===== src/rtl/pc_sequencer.sv =====
// Next-PC generator with SPARC delayed control transfer, annul and trap redirect.
// Optional misaligned-target redirect is enabled with `define PC_SEQ_ALIGN_CHECK_EN.
module pc_sequencer #(
   parameter logic [31:0] RESET_VECTOR = 32'h0000_0000
`ifdef PC_SEQ_ALIGN_CHECK_EN
   , parameter logic [31:0] MISALIGN_VECTOR = 32'h0000_0080
`endif
) (
   input  logic        Clock,
   input  logic        Reset,
   input  logic [31:0] PC,
   input  logic        Advance,
   input  logic        Branch_Taken,
   input  logic [21:0] Branch_Disp,
   input  logic        Jump,
   input  logic [31:0] Jump_Target,
   input  logic        Annul,
   input  logic        Trap_Request,
   input  logic [31:0] Trap_Vector,
   output logic [31:0] PC_In,
   output logic        Load_Enable,
   output logic [31:0] nPC,
   output logic        Annul_Slot,
   output logic        Trap_Ack,
   output logic        Misalign
);

   typedef enum logic [1:0] {BOOT, RUN, TRAP_ISSUE} state_t;

   state_t      state, state_nxt;
   logic [31:0] pc_in_nxt, npc_nxt;
   logic        le_nxt, annul_nxt, ack_nxt, mis_nxt;
   logic [31:0] branch_target, raw_target;

   // Word displacement: sign-extend to 32 bits, then scale by 4.
   assign branch_target = PC + {{8{Branch_Disp[21]}}, Branch_Disp, 2'b00};
   assign raw_target    = Jump ? Jump_Target : branch_target;

   always_comb begin
      // NOTE: every output of this block gets a default first so no path infers a latch.
      state_nxt = state;
      pc_in_nxt = PC_In;
      npc_nxt   = nPC;
      le_nxt    = 1'b0;
      annul_nxt = Annul_Slot;
      ack_nxt   = 1'b0;
      mis_nxt   = 1'b0;

      case (state)
         BOOT: begin
            pc_in_nxt = RESET_VECTOR;
            npc_nxt   = RESET_VECTOR + 32'd4;
            le_nxt    = 1'b1;
            annul_nxt = 1'b0;
            state_nxt = RUN;
         end
         RUN: begin
            if (Trap_Request) begin
               pc_in_nxt = Trap_Vector;
               npc_nxt   = Trap_Vector + 32'd4;
               le_nxt    = 1'b1;
               ack_nxt   = 1'b1;
               annul_nxt = 1'b0;
               state_nxt = TRAP_ISSUE;
            end else if (Advance) begin
               // Delayed transfer: the old nPC (delay slot) is loaded first.
               pc_in_nxt = nPC;
               le_nxt    = 1'b1;
               annul_nxt = Annul & ~Branch_Taken;
               if (Jump || Branch_Taken) begin
`ifdef PC_SEQ_ALIGN_CHECK_EN
                  if (raw_target[1:0] != 2'b00) begin
                     npc_nxt = MISALIGN_VECTOR;
                     mis_nxt = 1'b1;
                  end else begin
                     npc_nxt = raw_target;
                  end
`else
                  npc_nxt = raw_target & 32'hFFFF_FFFC;
`endif
               end else begin
                  npc_nxt = nPC + 32'd4;
               end
            end
         end
         TRAP_ISSUE: state_nxt = RUN;
         default:    state_nxt = BOOT;
      endcase
   end

   always_ff @(posedge Clock or posedge Reset) begin
      // NOTE: registered state uses non-blocking assignments so all flops update together.
      if (Reset) begin
         state       <= BOOT;
         PC_In       <= 32'h0;
         nPC         <= 32'h0;
         Load_Enable <= 1'b0;
         Annul_Slot  <= 1'b0;
         Trap_Ack    <= 1'b0;
         Misalign    <= 1'b0;
      end else begin
         state       <= state_nxt;
         PC_In       <= pc_in_nxt;
         nPC         <= npc_nxt;
         Load_Enable <= le_nxt;
         Annul_Slot  <= annul_nxt;
         Trap_Ack    <= ack_nxt;
         Misalign    <= mis_nxt;
      end
   end

endmodule


===== config.mk =====
export PLATFORM = sky130hd
export DESIGN_NAME = pc_sequencer
export DESIGN_NICKNAME = d
export VERILOG_FILES = /design/src/rtl/pc_sequencer.sv
export SDC_FILE = /design/constraint.sdc
export NUM_CORES = 1
export LEC_CHECK = 0
export CAP_MARGIN = 20
export CORE_ASPECT_RATIO = 1.75
export CORE_UTILIZATION = 25
export CTS_CLUSTER_DIAMETER = 120
export DETAILED_ROUTE_END_ITERATION = 12
export GPL_TIMING_DRIVEN = 0
export SETUP_SLACK_MARGIN = 0.2
export SLEW_MARGIN = 40
export SYNTH_ARGS = -nofsm -noshare
export SYNTH_HDL_FRONTEND = slang
export SYNTH_SLANG_ARGS = --single-unit

===== constraint.sdc =====
create_clock -name Clock -period 2.1 [get_ports Clock]
set_clock_uncertainty 0.1 [all_clocks]
set_input_delay 0.42 -clock Clock [delete_from_list [all_inputs] [get_ports Clock]]
set_output_delay 0.42 -clock Clock [all_outputs]
set_load 0.005 [all_outputs]

==> flow_summary.toml, run 1 <==
[grt]
grt_use_total_pct = 20.42
gr-total-overflow = 0
grt_pass1_wl_microns = 37420
grt_max_degree = 25
first_global_vias = 6713
antenna_found_initial = 3

[cts]
cts-root-buf = "clkbuf_16"
tritoncts = "built"
htreeDepth = 3
cts.sinks = 69
cts_buffers = 9
clkTransAtPathRegs_ps = 70
clock_path_buffers = 2
insertion_delay_ps = 360

[run]
max_cap_violations = 0

[logic_synthesis]
syn_inst = 738
synth_top_area_share_pct = 29.47
synthFlopType = "dfrtp_1"
syn_area_sq_um = 5859
synth_area_leaders = "dfrtp_1 29%, ha_1 6.6%, o21ai_0 6.5%, nand2_1 6.1%, xor2_1 5.8%"
synth_top_area_cell = "dfrtp_1"
yosysSeqAreaShare_pct = 29.47
synth_nets = 895
ys_top_cells_by_count = "96 x nand2_1, 76 x o21ai_0, 69 x dfrtp_1"
yosys.cell_count.top_type = "nand2_1"
syn_area_per_cell_sq_um = 7.940
synthArstFlopShare_pct = 100.0
synth_cell_type_count = 68
yosys_warnings = 0
ys_seq_elements = 69
synth_edf_count = 0

[setup_path]
r2r_slack_ps = -450
crit_arrival_ps = 2910
r2r-end = "nPC[22]$_DFFE_PP0P_"
end_kind = "flop"
startpoint_type = "primary input"
ff2ff_path_depth = 9
r2r-start = "nPC[8]$_DFFE_PP0P_"
cp.required_ps = 2240
crit_fanout = 2
crit_type = "in -> reg"

[power_and_ir_drop]
swShare_pct = 35.21
power.switching_uw = 2268
p_int_uw = 4173
pwr-share-seq_pct = 29.7
p_per_area_nw_per_um2 = 637.0
p_leak_uw = 0.004202
power_frac_comb_pct = 44.4
clockPowerShare_pct = 25.9
ir_worst_vdd_mv = 0.4432
finalPower_uw = 6441

[sta]
max_freq_ghz = 0.3615
report.final.slew_viol_count = 0
rsz0062_at_grt = "true"
min_period_ps = 2767
tns_ps = -9231
maxSlewHeadroom_pct = 45.34
worst_slew_pin_slew_ps = 819.9
finalCritPeriodShare_pct = 131.7
setup_viol = 25
fin_ws_ps = -666.6
final-hold-violation-count = 0

[cells_and_area]
syn_to_final_growth_pct = 72.58
layout-drive-gt1-share_pct = 27.23
stdcell_count = 1323
layout.nets = 1173
final_area_sq_um = 10110
fin_util_pct = 44.28

[floorplan]
initial_core_util_pct = 25.66
die_area_sq_um = 24080
ioPinCount = 193
chipWidth_microns = 117.7
core_area_sq_um = 22830
rows = 73
fp.dieH_microns = 204.5

[placed_design]
hpwl_microns = 19650
portBuffers = 186
dp_cells = 1227
gp_congestion = 0.9004
dpl_cell_area_sq_um = 8287

[drt]
drc = 0
wl_per_cell_microns = 19.07
firstDrtPassIters = 5
wl_microns = 25240
drt.antenna.violating_nets = 0
via_count = 6838
drtIter0Drc = 319
detail_route.vias_per_cell = 5.169

[run_status]
violations = "negative setup slack"
status = "finished with violations"

[worst_hold_path]
min-delay-path-class = "in -> async"
[critical path: stages]
cell and delay (ps):
buf_6 80, ha_4 130, inv_2 30, fa_2 330, and2b_2 250, o2111ai_4 160, a211oi_4 290, buf_4 170
nor3_2 30, or3b_4 390, buf_4 150, a21oi_2 120, o21ai_1 80, a211oi_1 200, nor2_1 60
[through the flow]
stage          hold WS, ps  setup WS [ps]
2_1_floorplan        361.5         -666.8
3_3_place_gp         363.8          -1529
3_5_place_dp         370.7          -1511
4_1_cts              337.8         -663.5
5_1_grt              356.8         -795.1
6_report             328.2         -666.6
[metal layers]
layer  wire length, microns  global-route usage (%)  up-vias
li1                       -                       -     3279
met1                   9058                   20.85     3220
met2                  13430                   38.03      259
met3                   1082                   2.617       78
met4                   1650                   14.70        2
met5                     13                       0        -
[cells in the final DEF (no fill, tap or decap), types with 19 or more instances in the layout]
master | synthesis | layout
xnor2_1 | 35 | 32
nand2_1 | 96 | 93
nand4_1 | 23 | 23
dlygate4sd2_1 | 0 | 20
dfrtp_1 | 69 | 47
a21oi_1 | 45 | 29
nor2_1 | 60 | 51
dfrtp_2 | 0 | 22
o21ai_0 | 76 | 54
dlymetal6s2s_1 | 0 | 23
buf_6 | 0 | 23
xor2_1 | 39 | 35
nand3_1 | 20 | 19
a21o_1 | 19 | 19
buf_4 | 1 | 64
clkdlybuf4s50_1 | 0 | 127
a22oi_1 | 37 | 37
[what timing repair did]
item / CTS / global route
resized for setup: 205 / 124
endpoints found under the setup margin: 85 / 73
hold buffers: 0 / 0
buffers inserted: 33 / 45
pin swaps: 59 / 53
[flip-flops by register name, indices dropped and copies added, names as in the netlist]
register	cells
Annul_Slot	1
Load_Enable	1
PC_In	32
Trap_Ack	1
nPC	32
state	2
[how the worst max path moves through the flow]
stage | start | end | slack [ps] | depth (start not counted)
final | PC[2] | nPC[24]$_DFFE_PP0P_ | -670 | 15
after global placement | Branch_Disp[21] | nPC[31]$_DFFE_PP0P_ | -1530 | 11
after detailed placement | Branch_Disp[21] | nPC[31]$_DFFE_PP0P_ | -1510 | 11
after floorplan | PC[2] | nPC[28]$_DFFE_PP0P_ | -670 | 12
after CTS | Branch_Disp[0] | nPC[30]$_DFFE_PP0P_ | -660 | 14
after global routing | PC[2] | nPC[28]$_DFFE_PP0P_ | -800 | 14
[kinds of logic after synthesis]
group / Yosys count / share of synthesized area, %
adder cells (fa/ha/maj): 32 / 6.961
flip-flops: 69 / 29.47
AO/OA/AOI/OAI: 256 / 29.00
buffers and inverters: 58 / 3.801
other: 1 / 0.06400
multiplexers: 2 / 0.3417
XOR/XNOR: 74 / 11.06
AND/OR/NAND/NOR: 246 / 19.30
[power by group through the flow]
| stage | combinational (uW) | sequential, uW | clock (uW) |
|---|---|---|---|
| 2_1_floorplan | 1070 | 1850 | 0 |
| 3_5_place_dp | 2240 | 1940 | 0 |
| 6_report | 2860 | 1910 | 1670 |
| 3_3_place_gp | 2210 | 1930 | 0 |
| 4_1_cts | 2500 | 1930 | 1670 |
| 5_1_grt | 3070 | 1950 | 1740 |
[cell type report]
cell class | count | area [sq um]
clock buffers | 10 | 229.0
repair buffers | 267 | 2608
diodes | 2 | 5.005
flip-flops and latches | 69 | 1754
well taps | 300 | 375.4
clock inverters | 6 | 87.58
inverters | 20 | 82.58
fillers | 2254 | 12720
plain buffers | 38 | 242.7
multi-input cells | 611 | 4728
Power figures use the tool's default switching activity.
==> run 2: changes to the inputs <==
--- a/config.mk
+++ b/config.mk
@@ -10,6 +10,7 @@
 export CORE_UTILIZATION = 25
 export CTS_CLUSTER_DIAMETER = 120
 export DETAILED_ROUTE_END_ITERATION = 12
+export GPL_ROUTABILITY_DRIVEN = 0
 export GPL_TIMING_DRIVEN = 0
 export SETUP_SLACK_MARGIN = 0.2
 export SLEW_MARGIN = 40
==> constraint.sdc (replaced) <==
create_clock -name Clock -period 2.1 [get_ports Clock]
set_clock_uncertainty 0.1 [all_clocks]
set_input_delay 0.21 -clock Clock [delete_from_list [all_inputs] [get_ports Clock]]
set_output_delay 0.21 -clock Clock [all_outputs]
set_load 0.005 [all_outputs]
==> run 2 against run 1 <==
Compared with the run above: the flow still finishes with violations (negative setup slack); hold slack got worse by 140 ps; first-iteration DRC count grew 10%; die area did not move; via count fell by 0.15%; fmax is 11% higher; worst setup slack better by 270 ps; largest cell class unchanged; critical path depth decreased by 2; flip-flop and latch count unchanged; non-clock buffer count shrank 15; sequential share of layout area rose by 0.16 points.
==> flow_summary.toml, run 2 (synthesis gave the netlist of run 1 again) <==
[run_status]
status = "finished with violations"
violations = "negative setup slack"

[setup_path]
crit_arrival_ps = 2640
cp.required_ps = 2240
startpoint_type = "primary input"
crit_type = "in -> reg"
end_kind = "flop"
crit_fanout = 4

[power_and_ir_drop]
p_per_area_nw_per_um2 = 648.6
power.switching_uw = 2270
p_int_uw = 4193
ir_worst_vdd_mv = 0.3789
p_leak_uw = 0.003926
finalPower_uw = 6463
power_frac_comb_pct = 44.2
pwr-share-seq_pct = 28.8
clockPowerShare_pct = 26.9
swShare_pct = 35.12

[worst_hold_path]
min-delay-path-class = "in -> reg"

[floorplan]
rows = 73
ioPinCount = 193
initial_core_util_pct = 25.66
die_area_sq_um = 24080
core_area_sq_um = 22830
fp.dieH_microns = 204.5
chipWidth_microns = 117.7

[cells_and_area]
layout-drive-gt1-share_pct = 27.14
final_cell_mix = "130 x clkdlybuf4s50_1, 91 x nand2_1, 58 x o21ai_0"
layout.nets = 1158
syn_to_final_growth_pct = 70.04
n_fill_cell = 2273
layout_commonest_cell = "clkdlybuf4s50_1"
multiInputGateArea_sq_um = 4798
fin_util_pct = 43.63
final_area_sq_um = 9963
top_regs = "PC_In (32), nPC (32), state (2)"
regArea_sq_um = 1744

[cts]
cts_buffers = 9
cts.sinks = 69
cts-root-buf = "clkbuf_16"
htreeDepth = 3
clkTransAtPathRegs_ps = 70
tritoncts = "built"
clock_path_buffers = 2
insertion_delay_ps = 350

[placed_design]
dpl_cell_area_sq_um = 8258
dp_slack_ps = -1345
hpwl_microns = 19630
portBuffers = 186

[drt]
wl_microns = 25350
detail_route.vias_per_cell = 5.220
drtIter0Drc = 351
via_count = 6828
firstDrtPassIters = 4
wl_per_cell_microns = 19.38
drc = 0
drt.antenna.violating_nets = 0

[sta]
rsz0062_at_grt = "true"
tns_ps = -3047
finalCritPeriodShare_pct = 119.1
fin_ws_ps = -400.5
worst_slew_pin_slew_ps = 660.8
final-hold-violation-count = 0
max_freq_ghz = 0.3999
min_period_ps = 2500
setup_viol = 15
report.final.slew_viol_count = 0
maxSlewHeadroom_pct = 55.94

[grt]
grt_use_total_pct = 20.94
first_global_vias = 6873
grt_max_degree = 25
antenna_found_initial = 2
grt_pass1_wl_microns = 38810
gr-total-overflow = 0

[run]
max_cap_violations = 0
==> run 2: cell count changes in the layout (fill, tap and decap cells not counted), moves of 5 or more <==
cell / previous run / this run
dlymetal6s2s_1: 23 / 4
clkbuf_2: 16 / 29
buf_4: 64 / 56
buf_6: 23 / 15
dfrtp_1: 47 / 55
dfrtp_2: 22 / 14
dlygate4sd2_1: 20 / 26
ha_4: 18 / 24
a21oi_1: 29 / 34
clkbuf_1: 9 / 4
==> run 2: path summary, 6_finish.rpt <==
check                                 startpoint                    end  slack, ps  depth (start not counted)
min in group asynchronous                  Reset  PC_In[28]$_DFFE_PP0P_        550                          3
hold / removal                    Trap_Vector[4]   PC_In[4]$_DFFE_PP0P_        180                          3
setup reg to reg              nPC[6]$_DFFE_PP0P_    nPC[30]$_DFFE_PP0P_       -250                         11
max in group asynchronous                  Reset     nPC[3]$_DFFE_PP0P_        590                          6
setup / recovery                  Branch_Disp[0]    nPC[28]$_DFFE_PP0P_       -400                         13
hold reg to reg            PC_In[12]$_DFFE_PP0P_  PC_In[12]$_DFFE_PP0P_        370                          2
==> run 2: through the flow <==
stage | hold WS, ps | instances
after floorplan | 249.9 | 738
after CTS | 274.4 | 1288
after detailed placement | 349.0 | 1227
final | 184.3 | 1308
after global routing | 218.8 | 1308
after global placement | 363.3 | 1224
==> run 2: final cells by class <==
class                   count  share of cell area, %
well taps                 300                  3.767
clock inverters             5                 0.8288
repair buffers            252                  23.80
plain buffers              38                  2.487
clock buffers              11                  2.537
inverters                  20                 0.8665
multi-input cells         611                  48.16
diodes                      2                0.05023
flip-flops and latches     69                  17.51
==> run 2: critical path: stages <==
cell	delay, ps
buf_8	70
ha_4	130
inv_2	40
fa_2	350
and2b_2	260
o2111ai_4	170
a211oi_4	350
nor3_2	60
or3b_4	430
a21oi_2	140
o221a_2	210
o2111a_1	170
nor2_1	40
==> run 2: what timing repair did <==
item / 4_1_cts / 5_1_grt
hold endpoints to repair: 1 / 0
pin swaps: 50 / 62
setup buffers: 44 / 18
hold buffers: 1 / 0
resized for setup: 231 / 130
endpoints found under the setup margin: 66 / 64
==> run 2: power groups by stage <==
stage / sequential, uW / clock, uW / combinational [uW]
floorplan: 1850 / 0 / 1060
global placement: 1920 / 0 / 2200
detailed placement: 1930 / 0 / 2230
CTS: 1860 / 1750 / 2610
global route: 1890 / 1800 / 3080
finish: 1860 / 1740 / 2860
==> run 2: layer usage <==
| layer | part of all wire, % | GRT usage (%) |
|---|---|---|
| met5 | 0 | 0 |
| met4 | 6.3 | 14.38 |
| met3 | 3.6 | 2.032 |
| met2 | 53 | 38.38 |
| met1 | 37 | 22.53 |
